$ cat src/rtl/shift_right_seq.sv
// shift_right_seq: bit-serial right shifter under a start/busy/done handshake.
// Shifts one position per clock in logical (fixed fill) or arithmetic mode.
// Optional feature macro: SHIFT_RIGHT_ROTATE_EN adds i_rotate (rotate right).
module shift_right_seq #(
   parameter int unsigned WIDTH = 8,
   parameter int unsigned AMT_W = 4
) (
   input  logic             i_clk,
   input  logic             i_rst,
   input  logic             i_start,
   input  logic [WIDTH-1:0] i_data,
   input  logic [AMT_W-1:0] i_amt,
   input  logic             i_fill,
   input  logic             i_arith,
`ifdef SHIFT_RIGHT_ROTATE_EN
   input  logic             i_rotate,
`endif
   output logic             o_busy,
   output logic             o_done,
   output logic [WIDTH-1:0] o_shiftedData
);

   typedef enum logic [1:0] {
      IDLE  = 2'd0,
      SHIFT = 2'd1,
      DONE  = 2'd2
   } state_t;

   state_t             state_q, state_nxt;
   logic [WIDTH-1:0]   work_q, work_nxt;
   logic [AMT_W-1:0]   cnt_q, cnt_nxt;
   logic               fill_q, fill_nxt;
   logic [WIDTH-1:0]   result_q, result_nxt;
   logic               busy_q, done_q;
   logic               ins_bit_c;
`ifdef SHIFT_RIGHT_ROTATE_EN
   logic               rot_q, rot_nxt;
`endif

   // Bit inserted at the MSB on each shift step
   always_comb begin
      ins_bit_c = fill_q;
`ifdef SHIFT_RIGHT_ROTATE_EN
      if (rot_q) begin
         ins_bit_c = work_q[0];
      end
`endif
   end

   // Next-state and datapath update
   always_comb begin
      state_nxt  = state_q;
      work_nxt   = work_q;
      cnt_nxt    = cnt_q;
      fill_nxt   = fill_q;
      result_nxt = result_q;
`ifdef SHIFT_RIGHT_ROTATE_EN
      rot_nxt    = rot_q;
`endif
      case (state_q)
         IDLE: begin
            if (i_start) begin
               work_nxt  = i_data;
               fill_nxt  = i_arith ? i_data[WIDTH-1] : i_fill;
               // Out-of-range amounts pass the operand through unchanged
               cnt_nxt   = (i_amt > AMT_W'(WIDTH)) ? '0 : i_amt;
`ifdef SHIFT_RIGHT_ROTATE_EN
               rot_nxt   = i_rotate;
`endif
               state_nxt = SHIFT;
            end
         end
         SHIFT: begin
            if (cnt_q != '0) begin
               work_nxt = {ins_bit_c, work_q[WIDTH-1:1]};
               cnt_nxt  = cnt_q - AMT_W'(1);
            end else begin
               result_nxt = work_q;
               state_nxt  = DONE;
            end
         end
         DONE: begin
            state_nxt = IDLE;
         end
         default: begin
            state_nxt = IDLE;
         end
      endcase
   end

   // State, datapath and status registers
   always_ff @(posedge i_clk) begin
      if (i_rst) begin
         state_q  <= IDLE;
         work_q   <= '0;
         cnt_q    <= '0;
         fill_q   <= 1'b0;
         result_q <= '0;
         busy_q   <= 1'b0;
         done_q   <= 1'b0;
`ifdef SHIFT_RIGHT_ROTATE_EN
         rot_q    <= 1'b0;
`endif
      end else begin
         state_q  <= state_nxt;
         work_q   <= work_nxt;
         cnt_q    <= cnt_nxt;
         fill_q   <= fill_nxt;
         result_q <= result_nxt;
         busy_q   <= (state_nxt != IDLE);
         done_q   <= (state_nxt == DONE);
`ifdef SHIFT_RIGHT_ROTATE_EN
         rot_q    <= rot_nxt;
`endif
      end
   end

   assign o_busy        = busy_q;
   assign o_done        = done_q;
   assign o_shiftedData = result_q;

endmodule

$ cat config.mk
export PLATFORM = sky130hd
export DESIGN_NAME = shift_right_seq
export DESIGN_NICKNAME = d
export VERILOG_FILES = /design/src/rtl/shift_right_seq.sv
export SDC_FILE = /design/constraint.sdc
export NUM_CORES = 1
export LEC_CHECK = 0
export BUFFER_PORTS_ARGS = -buffer_cell sky130_fd_sc_hd__buf_2
export CAP_MARGIN = 20
export CORE_MARGIN = 2
export CORE_UTILIZATION = 40
export CTS_CLUSTER_DIAMETER = 30
export CTS_CLUSTER_SIZE = 20
export DETAILED_ROUTE_END_ITERATION = 16
export PLACE_DENSITY_LB_ADDON = 0.05
export SYNTH_ARGS = -nofsm -noshare
export SYNTH_HDL_FRONTEND = slang
export SYNTH_SLANG_ARGS = --single-unit
export TNS_END_PERCENT = 5
$ cat constraint.sdc
create_clock -name i_clk -period 1.35 [get_ports i_clk]
set_clock_uncertainty 0.05 [all_clocks]
set_input_delay 0.0675 -clock i_clk [delete_from_list [all_inputs] [get_ports i_clk]]
set_output_delay 0.0675 -clock i_clk [all_outputs]
set_load 0.1 [all_outputs]
* Word-level counts from Yosys, hierarchy flattened
Index checks and enable logic that the tools add are counted.
** Storage, ports and cells
- Register bits :: 25
- Output and inout port bits :: 10
** Operators by class
- $add $sub $neg :: 1
- Magnitude comparators :: 1
- Equal/unequal tests :: 4
- Multiplexer cells :: 11
- Bitwise operators :: 1
- Reductions and logical operators :: 7
** Operator list (count)
- 8-bit two-way mux :: 2
- 8-bit case mux with 2 select lines :: 1
- 4-bit two-way mux :: 3
- 4-bit case mux with 2 select lines :: 1
- 4-bit > comparator, second input constant :: 1
- 2-bit two-way mux :: 2
- 2-bit inequality test, second input constant :: 2
- 2-bit case mux with 2 select lines :: 1
- 2-bit AND reduction :: 2
- 2-bit nonzero test :: 2
- 4-bit nonzero test :: 1
- 4-bit by 1-bit subtractor with 4-bit output, second input constant :: 1
- 3-bit AND reduction :: 1
- 2-bit by 1-bit == test with 1-bit output, second input constant :: 1
- 2-bit == test, second input constant :: 1
- 2-bit logical NOT :: 1
- 1-bit two-way mux :: 1
- 1-bit NOT :: 1

* Depth between registers and ports, before layout
Gate-level depths: netlist of run 1.
- Word-level depth :: 4
- Mapped depth :: 7
- Depth with buffers taken out :: 6

* Worst setup path after synthesis of run 1
No wires, ideal clock.
- Kind :: reg-to-reg
- From :: register cnt_q[0]
- To :: register result_q[0] (netlist: o_shiftedData[0])
- Library setup time :: 0.128 ns
- Arrival time :: 1.246 ns
- Required time :: 1.172 ns
- Slack :: -0.073 ns
- Cell stages (with the launch flop) :: 8
- Path through :: dfxtp_1 -> inv_1 -> ha_1 -> nand2_1 -> nor4_1 -> buf_4 -> mux2i_1 -> nor2_1
** Between the ends
- Word-level cells in the longest chain between the ends :: 3
** RTL lines
- start: declaration :: RTL line 31 : logic [AMT_W-1:0] cnt_q, cnt_nxt;
- start signal: assignment :: RTL line 107 : cnt_q <= cnt_nxt;
- 4-bit nonzero test :: RTL line 74 : if (cnt_q != '0) begin
- 1-bit NOT (no line)
- 2-bit AND reduction (no line)
- end signal: assignment :: RTL line 109 : result_q <= result_nxt;
- end: declaration :: RTL line 33 : logic [WIDTH-1:0] result_q, result_nxt;
Every way passes these cells.
A chain may end at the register's enable or synchronous reset.

* Worst setup path after layout of run 1
- From :: register cnt_q[0]
- To :: register cnt_q[0]
** Between the ends
- Word-level cells in the longest chain between the ends :: 3
- Elaborated cells between the ends (all ways) :: 6
- Classes of those cells :: 1 x add/sub; 1 x eq/ne; 2 x mux; 2 x reduce/logical
** RTL lines (RTL line)
- 4-bit by 1-bit subtractor with 4-bit output / 4-bit nonzero test (equally long branches) :: 76, 74
- 4-bit two-way mux / 2-bit inequality test (equally long branches)
- 4-bit case mux with 2 select lines / 3-bit AND reduction (equally long branches)
Several ways; a longest one is shown, not always the timed one. The select of a mux whose other input is x is not followed.

==> flow_summary_export.csv, run 1 <==
group,metric,value,unit
placement,placed_cells,176,
critical_path,cp_data_arrival_time,1.65,ns
logic_synthesis,synth.ff_latch_count,25,
drt,antenna_left,0,
clock_tree,clock_sink_count,25,
critical_path,cp_top_family,"buffers and inverters",
critical_path,bufs_and_invs_on_worst_path,4,
clock_tree,cts_tree,"built",
critical_path,path_cells,"inv_2 -> ha_4 -> buf_6 -> a31oi_4 -> buf_6 -> buf_6 -> nand4_1 -> a21oi_1",
clock_tree,clock_transition_at_the_registers_of_the_reported_paths,0.13,ns
logic_synthesis,synth_cell_types,25,
critical_path,critPathSlowestCell,"dfxtp_2",
die,core_region_area,2710,um^2
critical_path,worstPathRequired,1.55,ns
critical_path,r2r_slack,-0.10,ns
sta,sum_neg_setup_slack,-1.21,ns
layout,finalNonFillerCells,190,
sta,hold_violations,0,
placement,routabilityCongestion,0.707,
layout,finalCoreUtilization,0.578,
placement,port-buffer-count,26,
critical_path,timing.critical_path.to_type,"register",
drt,finalWirelength,2500,um
worst_hold_path,worst_hold_path_type,"primary input to register",
drt,route.detailed.wl_per_inst,13.2,um
layout,drive_gt1_frac,0.459,
power,power.density_cell_area,1520,nW/um^2
die,die_boundary_width,57.1,um
run_status,run_status,"finished, violations left",
sta,worst-slew-pin-transition,0.527,ns
drt,drt-initial-drc-count,17,
critical_path,worst_setup_path_startpoint,"cnt_q[0]",
sta,finalSetupViolations,21,
die,die_area,3270,um^2
sta,post-route-period-util,1.08,
sta,relSlewSlack,0.649,
critical_path,timing.rr.start,"cnt_q[0]",
sta,rsz0062_at_grt,"yes",
clock_tree,ctsHtreeMaxLevel,1,
critical_path,worst-setup-path-type,"register to register",
die,io_pins,27,
run_status,failed_checks,"negative setup slack",
sta,finalWorstSetupSlack,-0.103,ns
critical_path,critical_path_peak_fanout,7,
drt,drc_violation_count_after_routing,0,
clock_tree,cts_root_buf,"clkbuf_4",
logic_synthesis,number_of_instances_in_the_synthesized_netlist,112,
layout,layout-area-overhead-vs-synth,38.8,%
placement,place.detailed.hpwl,1700,um
power,finalPower,2.38,mW
logic_synthesis,yosys_warnings,0,
global_route,gr-usage-all-layers,0.167,
global_route,pin_count_of_the_biggest_net_entering_global_routing,26,
drt,num_vias,961,
clock_tree,worst_skew_pair.late_latency,0.31,ns
power,vdd_ir_drop_max,0.00108,V
logic_synthesis,seq_area_frac_synth,0.443,
worst_hold_path,worst_hold_startpoint,"i_data[0]",
critical_path,critical-path-max-stage-delay,0.36,ns
sta,maxSlewViolCount,0,
logic_synthesis,mappedNetlistNets,130,
global_route,gr-total-overflow,0,
die,row_count,19,
die,die_height,57.1,um
logic_synthesis,postSynth.topFlopCell,"dfxtp_1",
die,initial_core_util,0.417,
critical_path,crit_path_start_kind,"register",
layout,filler_cell_count,234,
global_route,wire_length_of_the_first_global_routing_pass,4280,um
logic_synthesis,synth_enable_flop_cells,0,
clock_tree,cts.path.max_buffers,2,
critical_path,cp_common_cell,"buf_6",
logic_synthesis,mean_cell_area_of_the_mapped_netlist,10.1,um^2
sta,finalCriticalPeriod,1.45,ns
global_route,first_global_vias,939,
logic_synthesis,synthesis.area,1130,um^2
global_route,antenna_found_initial,0,
logic_synthesis,synth-async-reset-ratio,0,
drt,drt_pass1_iterations,4,
clock_tree,cts_made_buffers,3,
run,drv_cap,0,
drt,post_drt_via_cell_ratio,5.06,
sta,maximum_clock_rate,688,MHz
power,leakage,0.712,nW
layout,antenna_cells_inserted,0,
layout,final_nets,178,
## logic make-up after synthesis
| family | Yosys count | share of synthesized area |
|---|---|---|
| multiplexers | 19 | 0.168 |
| AND/OR/NAND/NOR | 37 | 0.155 |
| flip-flops | 25 | 0.443 |
| adder cells (fa/ha/maj) | 1 | 0.0111 |
| AO/OA/AOI/OAI | 20 | 0.163 |
| buffers and inverters | 10 | 0.0598 |
## final cells by class
cell class	instances	area, um^2	share of cell area
multi-input combinational	77	613	0.391
clock inverter	1	5.00	0.00319
clock buffer	3	22.5	0.0144
timing repair buffer	50	373	0.238
inverter	3	11.3	0.00718
tap	31	38.8	0.0247
sequential	25	504	0.322
## metal layers
metal / vias to the layer above / wire length, um / GRT usage
met2: 21 / 1250 / 0.278
met5: - / 0 / 0
met3: 2 / 111 / 0.0431
met4: 0 / 17 / 0.0332
met1: 450 / 1120 / 0.222
li1: 488 / - / -
## cell usage in the layout (no fill, tap or decap), types with 7 or more instances in the layout
| cell type | instances |
|---|---|
| a211oi_2 | 7 |
| buf_6 | 8 |
| dfxtp_1 | 22 |
| mux2i_1 | 18 |
| nor2_1 | 24 |
| buf_4 | 11 |
| buf_2 | 26 |
## state kept, by name, indices dropped and copies added, names as in the netlist
signal         count
o_shiftedData      8
work_q             8
cnt_q              4
state_q            2
fill_q             1
o_busy             1
o_done             1
## where the power goes
part	total [mW]	switching, mW	leakage [nW]	internal (mW)
logic	1.11	0.581	0.488	0.529
registers	0.940	0.0888	0.206	0.851
clock network	0.328	0.217	0.0177	0.111
## Yosys cell counts (all sizes together), types with 2 or more instances
master,count,share of area
clkbuf,2,0.0066
dfxtp,25,0.44
nor3b,3,0.020
a31oi,2,0.024
inv,3,0.010
a211oi,10,0.097
o21ai,4,0.018
nor2,24,0.080
a21oi,3,0.013
nor2b,3,0.017
mux2i,19,0.17
buf,5,0.043
## final timing paths
check | to | cells after the start
max reg2reg | cnt_q[0] | 8
min | work_q[0] | 3
min reg2reg | o_shiftedData[6] | 2
max | cnt_q[0] | 8
## worst min-delay path: stages
cell and delay [ns]:
buf_2 0.10, mux2i_1 0.12, a211oi_1 0.08
## what timing repair did
item	4_1_cts	5_1_grt
hold buffers	2	0
endpoints found under the hold margin	1	0
setup buffers	8	0
resized for setup	20	7
pin swaps	11	2
setup endpoints to repair	20	24
## through the flow
step                instance area (um^2)  setup slack (ns)  hold WS, ns
floorplan                           1140           -0.0211       0.0891
global placement                    1380           -0.0535        0.303
detailed placement                  1380            -0.121        0.302
CTS                                 1540            -0.114       0.0197
global route                        1570            -0.188       0.0333
finish                              1570            -0.103       0.0284
(Power assumes the default switching activity.)
==> run 2: changes to the inputs <==
CTS_BUF_LIST = sky130_fd_sc_hd__clkbuf_16   (was unset)
==> run 2 against run 1 <==
Against the previous run: the run still ends with negative setup slack left; hold slack worse by 0.0024 ns; clock power rose by 96%; utilization is 0.23 points higher; combinational power fell by 5%; sequential power hardly changed; clock-buffer cell count unchanged; fmax is 0.18% higher; die area is the same; global-route usage is 0.28 points lower; critical path depth is 1 lower; design area increased by 0.40%; setup slack gained 0.0027 ns; critical path type unchanged; highest routed layer unchanged.
==> flow_summary_export.csv, run 2 (synthesis results as in run 1) <==
group,metric,value,unit
clock_tree,cts.path.max_buffers,2,
critical_path,critical_path_peak_fanout,3,
run,drv_cap,0,
sta,finalCriticalPeriod,1.45,ns
critical_path,worstPathRequired,1.42,ns
sta,finalWorstSetupSlack,-0.100,ns
run_status,failed_checks,"negative setup slack",
run_status,run_status,"finished, violations left",
critical_path,worst_setup_path_startpoint,"cnt_q[0]",
global_route,gr-usage-all-layers,0.165,
critical_path,timing.rr.start,"cnt_q[0]",
power,p_sw_frac,0.341,
layout,most_frequent_cells_in_the_layout,"26 x buf_2, 23 x nor2_1, 22 x dfxtp_1",
placement,place_ws,-0.121,ns
drt,antenna_left,0,
global_route,antenna_found_initial,0,
die,die_area,3270,um^2
power,cell_internal_power,1.75,mW
critical_path,crit_path_start_kind,"register",
worst_hold_path,hold-path-cell-count,3,
die,row_count,19,
critical_path,worstReg2RegEnd,"cnt_q[0]",
sta,post-route-period-util,1.07,
power,power.density_cell_area,1680,nW/um^2
placement,routabilityCongestion,0.707,
drt,route.detailed.wl_per_inst,12.9,um
worst_hold_path,worst_hold_path_type,"primary input to register",
global_route,first_global_vias,940,
placement,place.detailed.hpwl,1700,um
sta,hold_violations,0,
placement,port-buffer-count,26,
sta,worst-slew-pin-transition,0.523,ns
power,vdd_ir_drop_max,0.00115,V
sta,maximum_clock_rate,690,MHz
drt,drc_violation_count_after_routing,0,
die,initial_core_util,0.417,
clock_tree,cts_hold_repair.buffers,0,
clock_tree,cts_root_buf,"clkbuf_16",
layout,mostFrequentLayoutCell,"buf_2",
power,leakage,0.718,nW
global_route,wire_length_of_the_first_global_routing_pass,4200,um
power,pwr-share-clk,0.243,
die,io_pins,27,
global_route,gr-total-overflow,0,
layout,antenna_cells_inserted,0,
critical_path,worstRegToRegCells,7,
drt,num_vias,947,
die,core_region_area,2710,um^2
power,comb_power_share,0.402,
clock_tree,cts_made_buffers,3,
critical_path,timing.critical_path.to_type,"register",
layout,layout-area-overhead-vs-synth,39.3,%
global_route,pin_count_of_the_biggest_net_entering_global_routing,26,
power,pwr-share-seq,0.356,
critical_path,cp_data_arrival_time,1.52,ns
layout,final_nets,174,
die,die_boundary_width,57.1,um
drt,drt_pass1_iterations,4,
critical_path,r2r_slack,-0.1,ns
sta,maxSlewViolCount,0,
sta,finalSetupViolations,19,
sta,sum_neg_setup_slack,-1.06,ns
clock_tree,clock_sink_count,25,
sta,relSlewSlack,0.651,
clock_tree,worst_skew_pair.late_latency,0.25,ns
layout,drive_gt1_frac,0.458,
power,netSwitchingPower,0.903,mW
die,die_height,57.1,um
clock_tree,ctsHtreeMaxLevel,1,
drt,finalWirelength,2410,um
layout,layout_cell_area_excl_fill,1570,um^2
critical_path,crit_end,"cnt_q[0]",
drt,drt-initial-drc-count,10,
clock_tree,clock_transition_at_the_registers_of_the_reported_paths,0.06,ns
placement,placed_cell_area,1380,um^2
clock_tree,cts_tree,"built",
sta,rsz0062_at_grt,"yes",
sta,timing.hold.ws,0.0260,ns
critical_path,worst-setup-path-type,"register to register",
drt,post_drt_via_cell_ratio,5.09,
[run 2: cell count changes in the layout (fill, tap and decap cells not counted), sizes merged]
cell and change:
dlygate4sd3 -2, buf -2
[run 2: layer usage]
metal / wire length [um] / track usage / vias up / part of all wire
li1: - / - / 484 / -
met1: 1100 / 0.216 / 447 / 0.46
met2: 1220 / 0.273 / 14 / 0.50
met3: 76 / 0.0431 / 2 / 0.032
met4: 13 / 0.0365 / 0 / 0.0054
met5: 0 / 0 / - / 0
[run 2: worst min path at each step]
stage	start	to	slack, ns
2_1_floorplan	i_rst	o_done	0.09
3_3_place_gp	i_amt[0]	cnt_q[0]	0.30
3_5_place_dp	i_amt[0]	cnt_q[0]	0.30
4_1_cts	i_amt[0]	cnt_q[0]	0.02
5_1_grt	i_amt[0]	cnt_q[0]	0.04
6_report	i_amt[0]	cnt_q[0]	0.03
[run 2: worst max-delay path: stages, from the launching register on]
cell and delay [ns]:
dfxtp_2 0.33, inv_2 0.04, ha_4 0.16, buf_6 0.12, a31oi_4 0.22, buf_4 0.16
mux2i_1 0.16, a21oi_1 0.07
[run 2: layout make-up]
cell class / count / area (um^2)
sequential: 25 / 504
inverter: 3 / 11.3
clock inverter: 1 / 5.00
tap: 31 / 38.8
fill: 244 / 1140
clock buffer: 3 / 75.1
timing repair buffer: 46 / 328
multi-input combinational: 77 / 612
[run 2: repair_timing]
item | in CTS | in global routing
gates resized for setup | 18 | 2
buffers inserted | 6 | 0
pin swaps | 8 | 1
endpoints found under the setup margin | 20 | 22
[run 2: power by group through the flow]
stage | Combinational, mW | Clock (mW) | Sequential [mW]
floorplan | 0.497 | 0 | 1.11
global placement | 0.879 | 0 | 0.943
detailed placement | 0.893 | 0 | 0.945
CTS | 1.06 | 0.665 | 0.943
global route | 1.16 | 0.695 | 0.959
finish | 1.06 | 0.643 | 0.943
[run 2: through the flow]
stage / total power, mW / cells / utilization
floorplan: 1.60 / 112 / -
global placement: 1.82 / 176 / 0.509
detailed placement: 1.84 / 176 / 0.509
CTS: 2.67 / 186 / 0.578
global route: 2.81 / 186 / 0.581
finish: 2.65 / 186 / 0.581
==> run 3: changes to the inputs <==
CORE_MARGIN = unset   (was 2)
RECOVER_POWER = 100   (was unset)
==> run 3 against run 2 <==
Against the previous run: design area unchanged; sequential power down 0.6%; highest routed layer unchanged; the run still ends with negative setup slack left; global-route usage up 1.7 points; first-iteration DRC count down 30%; sequential share of layout area up 0.079 points; hold slack better by 0.015 ns; clock power up 1%; critical path depth unchanged; fmax up 1.9%; clock-buffer cell count unchanged; power up 0.12%.
==> flow_summary_export.csv, run 3 (synthesis results as in run 1) <==
group,metric,value,unit
run_status,run_status,"finished, violations left",
run_status,failed_checks,"negative setup slack",
global_route,first_global_vias,856,
critical_path,critPathSlowestCell,"dfxtp_2",
power,leakage,0.720,nW
clock_tree,cts_root_buf,"clkbuf_16",
layout,finalCoreUtilization,0.613,
power,finalPower,2.65,mW
critical_path,timing.critical_path.to_type,"register",
clock_tree,cts_hold_repair.buffers,0,
drt,finalWirelength,2320,um
drt,drt-initial-drc-count,7,
critical_path,worstRegToRegCells,7,
drt,post_drt_via_cell_ratio,5.15,
sta,post-route-period-util,1.05,
die,die_height,55.1,um
die,initial_core_util,0.440,
critical_path,critical_path_peak_fanout,7,
global_route,antenna_found_initial,0,
clock_tree,cts.path.max_buffers,2,
sta,finalWorstSetupSlack,-0.0729,ns
placement,place.detailed.hpwl,1620,um
drt,drc_violation_count_after_routing,0,
sta,rsz0062_at_grt,"yes",
sta,finalSetupViolations,14,
power,vdd_ir_drop_max,0.00102,V
critical_path,timing.rr.start,"cnt_q[1]",
critical_path,crit_path_start_kind,"register",
critical_path,critical-path-max-stage-delay,0.33,ns
power,pwr-share-seq,0.353,
drt,route.detailed.wl_per_inst,12.6,um
power,cell_internal_power,1.75,mW
layout,most_frequent_cells_in_the_layout,"26 x buf_2, 22 x nor2_1, 21 x dfxtp_1",
global_route,gr-total-overflow,0,
critical_path,path_cells,"inv_2 -> ha_4 -> a31oi_4 -> buf_12 -> clkbuf_16 -> buf_4 -> a211oi_2",
sta,hold_violations,0,
critical_path,bufs_and_invs_on_worst_path,4,
clock_tree,cts_tree,"built",
die,io_pins,27,
layout,regArea,505,um^2
layout,antenna_cells_inserted,0,
die,die_boundary_width,55.1,um
run,drv_cap,0,
drt,drt_pass1_iterations,3,
layout,multi_input_area,614,um^2
sta,maximum_clock_rate,703,MHz
sta,maxSlewViolCount,0,
drt,num_vias,947,
critical_path,worstPathRequired,1.47,ns
critical_path,critical_path_cell_count,7,
global_route,gr-usage-all-layers,0.182,
clock_tree,clock_sink_count,25,
placement,port-buffer-count,26,
layout,filler_cell_count,240,
global_route,pin_count_of_the_biggest_net_entering_global_routing,26,
layout,layout-area-overhead-vs-synth,39.3,%
worst_hold_path,worst_hold_startpoint,"i_amt[0]",
sta,sum_neg_setup_slack,-0.429,ns
sta,worst-slew-pin-transition,0.518,ns
clock_tree,worst_skew_pair.late_latency,0.26,ns
die,die_area,3040,um^2
worst_hold_path,worst_hold_path_type,"primary input to register",
layout,final_nets,173,
clock_tree,cts_made_buffers,3,
worst_hold_path,hold-path-cell-count,3,
critical_path,cp_data_arrival_time,1.54,ns
die,core_region_area,2570,um^2
sta,relSlewSlack,0.655,
critical_path,worst_setup_path_startpoint,"cnt_q[1]",
layout,drive_gt1_frac,0.461,
placement,routabilityCongestion,0.716,
power,power.density_cell_area,1690,nW/um^2
drt,antenna_left,0,
power,p_sw_frac,0.340,
clock_tree,ctsHtreeMaxLevel,1,
power,netSwitchingPower,0.902,mW
die,row_count,18,
power,comb_power_share,0.401,
power,pwr-share-clk,0.246,
sta,finalCriticalPeriod,1.42,ns
clock_tree,clock_transition_at_the_registers_of_the_reported_paths,0.06,ns
global_route,wire_length_of_the_first_global_routing_pass,3780,um
critical_path,cp_top_family,"buffers and inverters",
layout,mostFrequentLayoutCell,"buf_2",
critical_path,worst-setup-path-type,"register to register",
## run 3: cell types whose count changed in the layout (fill, tap and decap cells not counted), sizes merged
cell and delta:
inv +1, clkinv -1, buf -2, clkbuf +1
## run 3: worst reg2reg max path: cells and delay by family, from the launching register on
| family | cells | cell delay [ns] |
|---|---|---|
| buffers and inverters | 4 | 0.50 |
| AO/OA/AOI/OAI | 2 | 0.28 |
| flip-flops | 1 | 0.33 |
| adder cells (fa/ha/maj) | 1 | 0.17 |
## run 3: area by class of cell
type,count,area share
multi-input combinational,77,0.390
sequential,25,0.321
timing repair buffer,45,0.207
clock buffer,3,0.0477
tap,30,0.0238
inverter,3,0.00715
clock inverter,1,0.00238
## run 3: final timing paths
| kind | slack, ns | end |
|---|---|---|
| setup / recovery | -0.07 | cnt_q[1] |
| hold / removal | 0.04 | cnt_q[0] |
| setup reg to reg | -0.07 | cnt_q[1] |
| hold reg to reg | 0.44 | o_shiftedData[5] |
## run 3: power groups by stage
stage / Combinational, mW / Clock (mW) / Sequential, mW
after floorplan: 0.497 / 0 / 1.11
after global placement: 0.885 / 0 / 0.938
after detailed placement: 0.901 / 0 / 0.938
after CTS: 0.935 / 0.666 / 0.936
after global routing: 1.15 / 0.694 / 0.954
final: 1.06 / 0.652 / 0.937
## run 3: metal layers
layer	routed length, um	vias to the layer above	part of all wire	track usage
met1	1060	445	0.46	0.216
met5	0	-	0	0
li1	-	481	-	-
met2	1130	16	0.49	0.301
met3	76	5	0.033	0.0410
met4	51	0	0.022	0.100
## run 3: stage by stage
step	worst slack [ns]	cells	area, um^2	hold slack (ns)
after floorplan	-0.0211	112	1140	0.0891
after global placement	-0.0612	175	1380	0.303
after detailed placement	-0.103	175	1380	0.306
after CTS	-0.118	179	1490	0.0218
after global routing	-0.142	184	1570	0.0607
final	-0.0729	184	1570	0.0413
## run 3: repair_timing
| item | in CTS | in global routing |
|---|---|---|
| gates resized for setup | 11 | 6 |
| pin swaps | 2 | 8 |
| gates cloned | 0 | 1 |
| setup endpoints to repair | 18 | 22 |
| endpoints found under the hold margin | 0 | 0 |
| setup buffers | 0 | 4 |
